### src/rtl/timer_pkg.sv
// rtl/timer_pkg.sv - shared encodings and helpers for the memory-mapped countdown timer
//
// Purpose: FSM state encoding, register word offsets, CTRL bit indices and a
// byte-lane merge helper, imported by timer_counter.
// Ports: none (package).

package timer_pkg;

  // Countdown state machine encoding.
  typedef enum logic [1:0] {
    ST_IDLE = 2'd0,
    ST_LOAD = 2'd1,
    ST_CNT  = 2'd2,
    ST_INT  = 2'd3
  } timer_state_e;

  // Word offsets within a timer window (bus Addr[3:2]).
  localparam logic [1:0] REG_CTRL   = 2'd0;
  localparam logic [1:0] REG_PRESET = 2'd1;
  localparam logic [1:0] REG_COUNT  = 2'd2;

  // CTRL bit indices.
  localparam int CTRL_EN      = 0;
  localparam int CTRL_MODE_LO = 1;
  localparam int CTRL_MODE_HI = 2;
  localparam int CTRL_IM      = 3;

  // MODE value selecting auto-reload; every other value runs one-shot.
  localparam logic [1:0] MODE_AUTO_RELOAD = 2'b01;

  // Replace the byte lanes of old_w selected by be_w with the matching lanes of new_w.
  function automatic logic [31:0] merge_be(
    input logic [31:0] old_w,
    input logic [31:0] new_w,
    input logic [3:0]  be_w
  );
    logic [31:0] result;
    result = old_w;
    for (int i = 0; i < 4; i++) begin
      if (be_w[i]) begin
        result[8*i +: 8] = new_w[8*i +: 8];
      end
    end
    return result;
  endfunction

endpackage

### src/rtl/timer_counter.sv
// rtl/timer_counter.sv - memory-mapped countdown timer with CTRL/PRESET/COUNT and masked interrupt
//
// Purpose: one timer window on the processor bus. Software programs PRESET and
// CTRL; the FSM loads COUNT from PRESET, counts down to zero and raises an
// internal flag, which is exported as irq when CTRL.IM is set.
// Ports:
//   clk    - clock
//   reset  - synchronous active-high reset
//   addr   - word offset: 0 CTRL, 1 PRESET, 2 COUNT, 3 unused
//   we     - write strobe, already qualified by window hit
//   be     - byte enables for wdata
//   wdata  - write data
//   rdata  - combinational read data for addr
//   irq    - CTRL.IM & internal flag

module timer_counter
  import timer_pkg::*;
#(
  parameter int CNT_W = 32
) (
  input  logic        clk,
  input  logic        reset,
  input  logic [1:0]  addr,
  input  logic        we,
  input  logic [3:0]  be,
  input  logic [31:0] wdata,
  output logic [31:0] rdata,
  output logic        irq
);

  logic [3:0]       ctrl_q;
  logic [CNT_W-1:0] preset_q;
  logic [CNT_W-1:0] count_q;
  logic             irq_flag_q;
  timer_state_e     state_q;

  logic [CNT_W-1:0] preset_d;
  logic             auto_reload;
  logic             wr_any;
  logic             wr_ctrl;
  logic             wr_preset;

  assign auto_reload = (ctrl_q[CTRL_MODE_HI:CTRL_MODE_LO] == MODE_AUTO_RELOAD);
  assign wr_any      = we && (be != 4'b0000);
  assign wr_ctrl     = wr_any && (addr == REG_CTRL);
  assign wr_preset   = wr_any && (addr == REG_PRESET);

  // PRESET is held narrower than the bus when CNT_W < 32; lanes above CNT_W drop.
  assign preset_d = CNT_W'(merge_be(32'(preset_q), wdata, be));

  // Registers and FSM. The bus-write assignments come after the FSM ones so
  // that, on the same edge, software wins over the FSM (EN clear, flag set).
  always_ff @(posedge clk) begin
    if (reset) begin
      ctrl_q     <= 4'b0000;
      preset_q   <= '0;
      count_q    <= '0;
      irq_flag_q <= 1'b0;
      state_q    <= ST_IDLE;
    end else begin
      case (state_q)
        ST_IDLE: begin
          if (ctrl_q[CTRL_EN]) begin
            state_q <= ST_LOAD;
          end
        end
        ST_LOAD: begin
          count_q <= preset_q;
          state_q <= ST_CNT;
        end
        ST_CNT: begin
          if (!ctrl_q[CTRL_EN]) begin
            // Pause: COUNT holds, re-enable goes through LOAD again.
            state_q <= ST_IDLE;
          end else if (count_q > CNT_W'(1)) begin
            count_q <= count_q - CNT_W'(1);
          end else begin
            // COUNT of 1 or 0 both expire here, so PRESET = 0 acts like 1.
            count_q    <= '0;
            irq_flag_q <= 1'b1;
            state_q    <= ST_INT;
          end
        end
        ST_INT: begin
          state_q <= ST_IDLE;
          if (auto_reload) begin
            irq_flag_q <= 1'b0;
          end else begin
            ctrl_q[CTRL_EN] <= 1'b0;
          end
        end
        default: begin
          state_q <= ST_IDLE;
        end
      endcase

      if (wr_ctrl || wr_preset) begin
        irq_flag_q <= 1'b0;
      end
      // Only lane 0 of CTRL is stored.
      if (wr_ctrl && be[0]) begin
        ctrl_q <= wdata[3:0];
      end
      if (wr_preset) begin
        preset_q <= preset_d;
      end
    end
  end

  // Read mux; COUNT and offset 3 are read-only / unmapped.
  always_comb begin
    rdata = 32'h0000_0000;
    case (addr)
      REG_CTRL:   rdata = {28'h000_0000, ctrl_q};
      REG_PRESET: rdata = 32'(preset_q);
      REG_COUNT:  rdata = 32'(count_q);
      default:    rdata = 32'h0000_0000;
    endcase
  end

  assign irq = ctrl_q[CTRL_IM] & irq_flag_q;

endmodule

### config.mk
export PLATFORM = sky130hd
export DESIGN_NAME = timer_counter
export DESIGN_NICKNAME = d
export VERILOG_FILES = /design/src/rtl/timer_pkg.sv /design/src/rtl/timer_counter.sv
export SDC_FILE = /design/constraint.sdc
export NUM_CORES = 1
export LEC_CHECK = 0
export ABC_AREA = 1
export BUFFER_PORTS_ARGS = -buffer_cell sky130_fd_sc_hd__buf_2
export CAP_MARGIN = 30
export CORE_MARGIN = 2
export CORE_UTILIZATION = 50
export DETAILED_ROUTE_END_ITERATION = 7
export GPL_TIMING_DRIVEN = 1
export PLACE_DENSITY_LB_ADDON = 0.05
export SLEW_MARGIN = 5
export SYNTH_ARGS = -nofsm -noshare
export SYNTH_HDL_FRONTEND = slang
export SYNTH_SLANG_ARGS = --single-unit
export TNS_END_PERCENT = 30
### constraint.sdc
create_clock -name clk -period 2.15 [get_ports clk]
set_input_delay 0.3225 -clock clk [delete_from_list [all_inputs] [get_ports clk]]
set_output_delay 0.3225 -clock clk [all_outputs]
set_load 0.005 [all_outputs]
==> impl_results.md <==
* Status: complete, no violations
* Clock buffer depth at 2
* Sequential Area at 1420 um^2
* Setup TNS at 0 ns
* Global placer's final weighted congestion at 0.977
* Cell area after technology mapping at 4190 um^2
* Io pins at 74
* Critical Path Sink Type: flip-flop
* Vias in the first global route at 4112
* Filler cells at 823
* Grt ovf at 0
* Max VDD drop at 0.301 mV
* Register area share after synthesis at 33.9%
* Layout cells sized above 1 at 18.9%
* Vias at 4394
* GR Util All Layers at 26.5%
* Post-Synthesis Cells at between 600 and 700
* Yosys cell types at 30
* Max cap viols at 0
* Largest net degree at the start of global routing at 70
* Fin. Hold Viols at 0
* Minimum clock period at 1.77 ns
* Synth top area share at 33.9%
* Hold Buf Count CTS at 0
* Endpoints failing setup at 0
* HP Class: in2reg
* Most frequent cell on the critical path: nand2_2
* Max stage delay on crit path at 0.36 ns
* Slew headroom at 66.8%
* Fraction of registers with async set/reset at 0%
* Unrepaired setup endpoints after global routing: false
* PD cells at between 600 and 700 nW/um^2
* HPWL Detailed at 8380 um
* Final worst-path cycle share at 82.5%
* Register bit total from synthesis at 71
* Core ar. at between 8000 and 9000 um^2
* Root Buffer: clkbuf_8
* Synth warn at 0
* N_diodes at 0
* CP max stage cell: dfxtp_1
* Die H at 95.5 um
* Slew @ Worst Pin at 0.498 ns
* Chip Width at 95.5 um
* Synthesis-to-layout area growth at 14.9%
* CTS buffer count at 9
* First-pass iteration count of the detailed router at 5
* Clock Latency Late Sink at approximately 0.36 ns
* Post-CTS Setup Inserts at 0
* Kind of critical path: reg2reg
* CP Max Fanout at 19
* Post-synth EDFFs at 0
* Pwr Total at 3.29 mW
* Post-Layout Cell Count at 799
* DIE AREA at 9120 um^2
* Routed WL at 11700 um
* Leakage at 2.16 nW
* DR WL/cell at between 10 and 15 um
* Clk slew on worst S/H paths at ~0.08 ns
* IO buf count at 73
* Initial DRC count at around 210
* Detail Route Antenna Nets at 0
* Cts repair resizes at 0
* Initial Utilization at 51.2%
* Cell chain of the critical path: inv_1, ha_1, nand2_4, nor2_4, nand2_2, nand2_2, a21oi_4, buf_4, nand3_1, a21oi_1
* Leading area contributor after synthesis: dfxtp_1
* Nets at 732
* Setup crit start kind: flip-flop
* F_max at 0.564 GHz
* First-pass GRT wire length at 19100 um
* Slew Viols, Final at 0
* Antenna violations before repair at 0
* H-Tree Depth at 3
* Clock tree sinks at 71
* Req. time, crit path at 2.44 ns
* TritonCTS clock tree: built
* Via density at 5.50
* Net count after synthesis at 670
* Clk_skew at approximately 0.010 ns
* Row count at 33
* Syn_area_per_cell at approximately 6.7 um^2
* Critical path arrival at 2.06 ns
* Ranking of synthesized cells by area: dfxtp_1 (34%), a21oi_1 (11%), o21ai_0 (8.4%)
* Area of the multi-input gates at 2280 um^2
* Most used DFF post-synth: dfxtp_1
* Drt drc at 0
* Hold WS at 0.143 ns
* Placed insts at 783
==> registers in the layout, indices dropped and copies added, names as in the netlist <==
register,count
count_q,32
ctrl_q,4
irq_flag_q,1
preset_q,32
state_q,2
==> Yosys cell counts (2+ instances only) <==
| library cell | n |
|---|---|
| o22ai_1 | 24 |
| nand2_2 | 3 |
| buf_6 | 8 |
| nand2_4 | 5 |
| o21ai_2 | 6 |
| nor2_1 | 72 |
| a21oi_2 | 6 |
| o21ai_1 | 12 |
| nor3_1 | 3 |
| inv_1 | 81 |
| dfxtp_1 | 71 |
| clkbuf_1 | 20 |
| o21ai_0 | 70 |
| nand2_1 | 83 |
| a21oi_1 | 96 |
| o221ai_1 | 4 |
| nand3_1 | 27 |
| ha_1 | 2 |
| nor2_4 | 3 |
| nand4_1 | 6 |
| buf_2 | 2 |
| xor2_1 | 11 |
| nor2_2 | 5 |
==> through the flow <==
step,instance area [um^2],utilization [%],setup slack (ns)
after global routing,4810,58.9,0.184
after detailed placement,4580,56.0,0.367
after global placement,4580,56.0,0.380
final,4810,58.9,0.377
after floorplan,4190,-,0.654
after CTS,4810,58.9,0.366
==> logic make-up after synthesis <==
kind of cell | count (synthesis) | share of synthesized area, %
compound gates | 220 | 28.9
xor+xnor | 11 | 2.30
fa+ha+maj | 2 | 0.597
buf+inv | 113 | 11.7
flops | 71 | 33.9
simple gates | 210 | 22.6
==> report_power, final <==
| group | internal [mW] | leakage (nW) | switching, mW |
|---|---|---|---|
| clock network | 0.715 | 0.112 | 0.535 |
| registers | 1.35 | 0.575 | 0.0339 |
| logic | 0.220 | 1.48 | 0.432 |
==> worst max-delay path: cells and delay by family (launching register included) <==
kind | cells | cell delay, ns
and+or+nand+nor | 5 | 0.46
DFF | 1 | 0.36
buffers and inverters | 2 | 0.36
adders and majority gates | 1 | 0.26
AOI/OAI and AO/OA | 2 | 0.26
==> path summary, 6_finish.rpt <==
path                                  from          end  slack [ns]  depth (start not counted)
worst max-delay path            count_q[0]  count_q[17]        0.38                         10
worst min-delay path                 reset   state_q[1]        0.14                          2
worst max register to register  count_q[0]  count_q[17]        0.38                         10
worst min register to register  irq_flag_q   irq_flag_q        0.46                          2
==> layer usage <==
metal / part of all wire, % / GRT usage (%) / vias to the layer above / wire (um)
met3: 5.6 / 4.35 / 13 / 651
li1: - / - / 2214 / -
met4: 1.6 / 8.93 / 0 / 187
met5: 0 / 0 / - / 0
met1: 46 / 35.1 / 2026 / 5320
met2: 47 / 44.0 / 141 / 5510
==> cell usage in the layout (no fill, tap or decap), types with 3 or more instances in the layout <==
master	Yosys	layout
o221ai_1	4	4
nor2_4	3	3
buf_4	1	8
a21oi_2	6	6
nor2_1	72	72
buf_2	2	73
o21ai_2	6	6
xor2_1	11	11
nand3_1	27	27
inv_1	81	81
nor3_1	3	3
nor2_2	5	5
a21oi_1	96	96
nand4_1	6	6
o22ai_1	24	24
o21ai_0	70	70
nand2_4	5	5
dfxtp_1	71	71
nand2_1	83	83
nand2_2	3	3
clkbuf_8	0	11
o21ai_1	12	12
==> cell type report <==
class                      count  area share (%)
multi-input combinational    443            47.3
sequential                    71            29.5
timing repair buffer          82            9.25
inverter                      82            6.39
clock buffer                  11            3.15
tap                          105            2.73
clock inverter                 5            1.66
Note: power is estimated with default switching activity, not from simulation.
